## src/rtl/counter_pkg.sv

```systemverilog
// ============================================================================
//  counter_pkg : shared encodings and a width helper for counter_mod_n
//  Revision    : 1.0
// ============================================================================
`default_nettype none

package counter_pkg;

  localparam logic DIR_UP    = 1'b1;
  localparam logic DIR_DOWN  = 1'b0;
  localparam logic MODE_WRAP = 1'b0;
  localparam logic MODE_SAT  = 1'b1;

  // Bits needed to hold 0..value-1, never less than one bit.
  function automatic int clog2(input int unsigned value);
    int          width;
    int unsigned top;
    width = 1;
    top   = (value > 0) ? value - 1 : 0;
    for (int i = 0; i < 32; i++) begin
      if ((top >> i) != 0) width = i + 1;
    end
    return width;
  endfunction

endpackage : counter_pkg

`default_nettype wire

```

## src/rtl/prescaler_tick.sv

```systemverilog
// ============================================================================
//  prescaler_tick : emits one tick for every PRESCALE enabled cycles
//  Revision       : 1.0
// ============================================================================
`default_nettype none

module prescaler_tick
  import counter_pkg::*;
#(
  parameter int PRESCALE = 2
) (
  input  logic clk,
  input  logic rst,
  input  logic restart,
  input  logic en,
  output logic tick
);

  localparam int            W    = clog2(PRESCALE);
  localparam logic [W-1:0]  LAST = W'(PRESCALE - 1);

  logic [W-1:0] pc_q;
  logic [W-1:0] pc_d;
  logic         at_last;

  assign at_last = (pc_q == LAST);
  assign tick    = en & at_last;

  always_comb begin
    pc_d = pc_q;
    if (restart) begin
      pc_d = '0;
    end else if (en) begin
      pc_d = at_last ? '0 : pc_q + 1'b1;
    end
  end

  always_ff @(posedge clk) begin
    if (rst) begin
      pc_q <= '0;
    end else begin
      pc_q <= pc_d;
    end
  end

endmodule : prescaler_tick

`default_nettype wire

```

## src/rtl/counter_mod_n.sv

```systemverilog
// ============================================================================
//  counter_mod_n : modulo-M up/down counter with prescaler, load/clear and
//                  wrap/saturate modes; registered ov pulse, combinational tc
//  Revision      : 1.0
// ============================================================================
`default_nettype none

module counter_mod_n
  import counter_pkg::*;
#(
  parameter int N        = 8,
  parameter int M        = 256,
  parameter int PRESCALE = 1
) (
  input  logic         clk,
  input  logic         rst,
  input  logic         cnt,
  input  logic         dir,
  input  logic         mode,
  input  logic         clr,
  input  logic         load,
  input  logic [N-1:0] d,
  output logic [N-1:0] q,
  output logic         ov,
  output logic         tc
);

  generate
    if (N < 2 || N > 16) begin : g_bad_n
      $error("counter_mod_n: N must be in 2..16");
    end
    if (M < 2 || longint'(M) > (longint'(1) << N)) begin : g_bad_m
      $error("counter_mod_n: M must be in 2..2**N");
    end
    if (PRESCALE < 1 || PRESCALE > 65536) begin : g_bad_prescale
      $error("counter_mod_n: PRESCALE must be in 1..65536");
    end
  endgenerate

  localparam logic [N-1:0] MAX = N'(M - 1);
  localparam logic [16:0]  M_W = 17'(M);

  logic [N-1:0] q_q, q_d;
  logic         ov_q, ov_d;
  logic         step;
  logic         at_max;
  logic         at_zero;

  generate
    if (PRESCALE > 1) begin : g_prescale
      prescaler_tick #(
        .PRESCALE (PRESCALE)
      ) u_prescaler (
        .clk     (clk),
        .rst     (rst),
        .restart (clr | load),
        .en      (cnt),
        .tick    (step)
      );
    end else begin : g_no_prescale
      assign step = cnt;
    end
  endgenerate

  assign at_max  = (q_q == MAX);
  assign at_zero = (q_q == '0);

  always_comb begin
    q_d  = q_q;
    ov_d = 1'b0;
    if (clr) begin
      q_d = '0;
    end else if (load) begin
      // Out-of-range loads clamp so q never leaves 0..M-1.
      q_d = (17'(d) >= M_W) ? MAX : d;
    end else if (step) begin
      if (dir == DIR_UP) begin
        if (at_max) begin
          ov_d = 1'b1;
          q_d  = (mode == MODE_SAT) ? q_q : '0;
        end else begin
          q_d = q_q + 1'b1;
        end
      end else begin
        if (at_zero) begin
          ov_d = 1'b1;
          q_d  = (mode == MODE_SAT) ? q_q : MAX;
        end else begin
          q_d = q_q - 1'b1;
        end
      end
    end
  end

  always_ff @(posedge clk) begin
    if (rst) begin
      q_q  <= '0;
      ov_q <= 1'b0;
    end else begin
      q_q  <= q_d;
      ov_q <= ov_d;
    end
  end

  assign q  = q_q;
  assign ov = ov_q;
  assign tc = (dir == DIR_UP) ? at_max : at_zero;

endmodule : counter_mod_n

`default_nettype wire

```

## config.mk

```make
export PLATFORM = sky130hd
export DESIGN_NAME = counter_mod_n
export DESIGN_NICKNAME = d
export VERILOG_FILES = /design/src/rtl/counter_pkg.sv /design/src/rtl/prescaler_tick.sv /design/src/rtl/counter_mod_n.sv
export SDC_FILE = /design/constraint.sdc
export NUM_CORES = 1
export LEC_CHECK = 0
export BUFFER_PORTS_ARGS = -buffer_cell sky130_fd_sc_hd__clkbuf_2
export CORE_MARGIN = 2
export CORE_UTILIZATION = 55
export DETAILED_ROUTE_END_ITERATION = 8
export PLACE_DENSITY = 0.86
export RECOVER_POWER = 25
export SYNTH_ARGS = -nofsm -noshare
export SYNTH_HDL_FRONTEND = slang
export SYNTH_SLANG_ARGS = --single-unit
export TNS_END_PERCENT = 10
```

## constraint.sdc

```tcl
create_clock -name clk -period 4 [get_ports clk]
set_input_delay 0.2 -clock clk [delete_from_list [all_inputs] [get_ports clk]]
set_output_delay 0.2 -clock clk [all_outputs]
set_load 0.05 [all_outputs]
```

==> impl_metrics.yaml <==
global_route:
  grt_pass1_wl_um: 4220
  grt.total_usage_pct: 28.9
  antenna_found_initial: 0
  overflow: 0
  grt_start_max_net_pins: 16
  grt_pass1_vias: 910
yosys:
  syn_area_um2: 888
  synth_area_leaders: "dfxtp_1 20%, ha_1 4.2%, o21ai_0 3.9%"
  synth_cell_type_count: 50
  yosys_warnings: 0
  synth-edff-count: 0
  synthXorXnorAreaFrac_pct: 1.97
  syn_nets: 123
  yosysSeqAreaShare_pct: 20.3
  ys_ff_latch: 9
  synth_compound_area_share_pct: 32.5
  syn_avg_cell_area_um2: 8.46
  synth_top_family_by_area: "compound AO/OA/AOI/OAI gates"
  synth_cells: 105
  yosys.area.top_type_share_pct: 20.3
  synthFlopType: "dfxtp_1"
  yosysTopAreaCell: "dfxtp_1"
  synth_fa_ha_area_share_pct: 4.23
  synthArstFlopShare_pct: 0
  synthMuxAreaShare_pct: 1.27
  yosys.area_share.simple_pct: 32.1
placement:
  gp_congestion: 0.883
  hpwl_um: 1760
  io_buffers: 24
  place_inst: 138
clock_network:
  htree_levels: 1
  ctsResizeCount: 0
  clock-sinks: 9
  cts_setup_buffers: 0
  clock_path_buffers: 2
  path_clk_slew_ps: 60
  cts_buffers: 3
  cts_hold_buf: 0
  cts-root-buf: "clkbuf_4"
  cts_tree: "built"
  clkLatencyLatePin_ps: 260
route:
  viasPerCell: 6.89
  wirelength_um: 2380
  vias: 979
  ant_nets: 0
  post-route-drc-count: 0
  wl_per_cell_um: 16.8
  first_iter_violations: 40
  first_pass_iters: 6
power_and_ir_drop:
  leakage_uw: 0.000420
  powerDensity_mw_per_mm2: 287
  power.internal_uw: 173
  combPwrFrac_pct: 36.7
  switchingPower_uw: 115
  vdd_ir_drop_max_mv: 0.168
  p_clk_share_pct: 25.0
  power_frac_seq_pct: 38.3
  p_sw_share_pct: 40.0
status:
  status: "completed"
job:
  cap_viol_max_count: 0
critical_path:
  crit_slowest_cell: "dfxtp_1"
  r2r_slack_ps: 1910
  critical_path_class: "flop to output port"
  max_stage_delay_ps: 660
  startpoint: "q[2]"
  critPathRequiredTime_ps: 3800
  r2r_cells: 7
  crit_fanout: 14
  path_cells: "nand4_1 > a2bb2o_4 > clkbuf_2"
  end_kind: "output port"
  cp.arrival_ps: 1900
  reg2reg_from: "q[0]"
  cp-start-kind: "flop"
  reg2reg_to: "q[7]"
final_layout:
  nets: 145
  post_layout_nonfiller_instances: 142
  final_util_pct: 66.7
  antenna_cells: 0
  area_delta_synth_final_pct: 13.1
  drive_above_1_share_pct: 27.8
sta:
  finalCriticalPeriod_ps: 2100
  hold_viol_final: 0
  slew_viol_final: 0
  rsz0062_at_grt: "false"
  setup-tns-final_ps: 0
  fmax_mhz: 476
  finalCritPeriodShare_pct: 52.5
  worst_pin_slew_ps: 607
  max_slew_margin_pct: 59.7
  finalSetupViolCount: 0
  final.setup_skew_ps: 1.49
die:
  dieArea_mm2: 0.00195
  core_mm2: 0.00151
  start_util_pct: 59.0
  ios: 25
  rows: 14
  fp.dieH_um: 44.2
  die_w_um: 44.2
worst_hold_path:
  hold_depth: 3
  hold_class: "primary input to flop"
  min_from: "d[7]"
  hold_path_end: "q[7]"
## cells by family after synthesis
family          count (synthesis)
simple gates                   41
compound gates                 36
buf+inv                        13
flops                           9
fa+ha+maj                       3
xor+xnor                        2
mux                             1
## layout make-up
| type | count | area [µm²] |
|---|---|---|
| Clock buffer | 4 | 26.3 |
| Timing Repair Buffer | 24 | 115 |
| Fill cell | 139 | 502 |
| Sequential cell | 9 | 180 |
| Tap cell | 16 | 20.0 |
| Multi-Input combinational cell | 83 | 641 |
| Inverter | 6 | 22.5 |
## sequential cells by signal, summed over array words and instances, names as in the netlist
name  count
q         8
ov        1
## worst max path at each step
| stage | depth (start not counted) | to | slack (ps) |
|---|---|---|---|
| floorplan | 8 | q[7] | 1740 |
| global placement | 7 | q[7] | 2060 |
| detailed placement | 7 | q[7] | 1960 |
| CTS | 3 | tc | 1940 |
| global route | 7 | q[7] | 1740 |
| finish | 3 | tc | 1900 |
## per-stage QoR
step                      hold WS, ps  setup WS [ps]  area, µm²  total power (µW)
after global placement            473           2060        983               213
after global routing              269           1740       1000               308
final                             225           1900       1000               289
after floorplan                   380           1740        888               192
after CTS                         217           1940       1010               290
after detailed placement          495           1960        983               217
## worst max-delay path: cells and delay by family (launching register included)
| kind | cells | cell delay (ps) |
|---|---|---|
| and+or+nand+nor | 1 | 370 |
| buffers and inverters | 1 | 280 |
| DFF | 1 | 660 |
| AOI/OAI and AO/OA | 1 | 320 |
## cells in the final DEF, fill, tap and decap left out, drive strengths merged, types with 2 or more instances in the layout
master / count
a21oi: 7
a221oi: 2
a311oi: 2
and3: 2
and4: 2
clkbuf: 28
dfxtp: 9
ha: 3
inv: 6
nand2: 7
nand2b: 4
nand3: 4
nand4: 4
nor2: 2
nor3: 6
nor4: 3
o21ai: 8
o221ai: 3
o311a: 2
or2: 2
## power by group through the flow
| stage | Clock, µW | Combinational (µW) | Sequential [µW] |
|---|---|---|---|
| after floorplan | 0 | 70.7 | 121 |
| after CTS | 75.1 | 105 | 110 |
| after global routing | 80.8 | 115 | 112 |
| after global placement | 0 | 102 | 112 |
| final | 72.0 | 106 | 111 |
| after detailed placement | 0 | 104 | 112 |
## routing by layer
layer  wire [µm]  track usage [%]  up-vias
li1            -                -      459
met1         946             36.6      437
met2        1130             46.8       67
met3         229             6.12       16
met4          77             13.3        0
met5           0                0        -
## synth_stat cells, types with 2 or more instances
cell,n
buf_4,2
nand3_1,4
a21oi_1,6
o221ai_1,3
ha_1,3
dfxtp_1,9
nand2b_1,4
buf_2,3
nor3_1,6
nor2_1,2
or2_2,2
nand2_1,7
o21ai_0,7
nand4_1,3
a221oi_1,2
inv_1,6
and4_1,2
nor4_1,2
(Power assumes the default switching activity.)
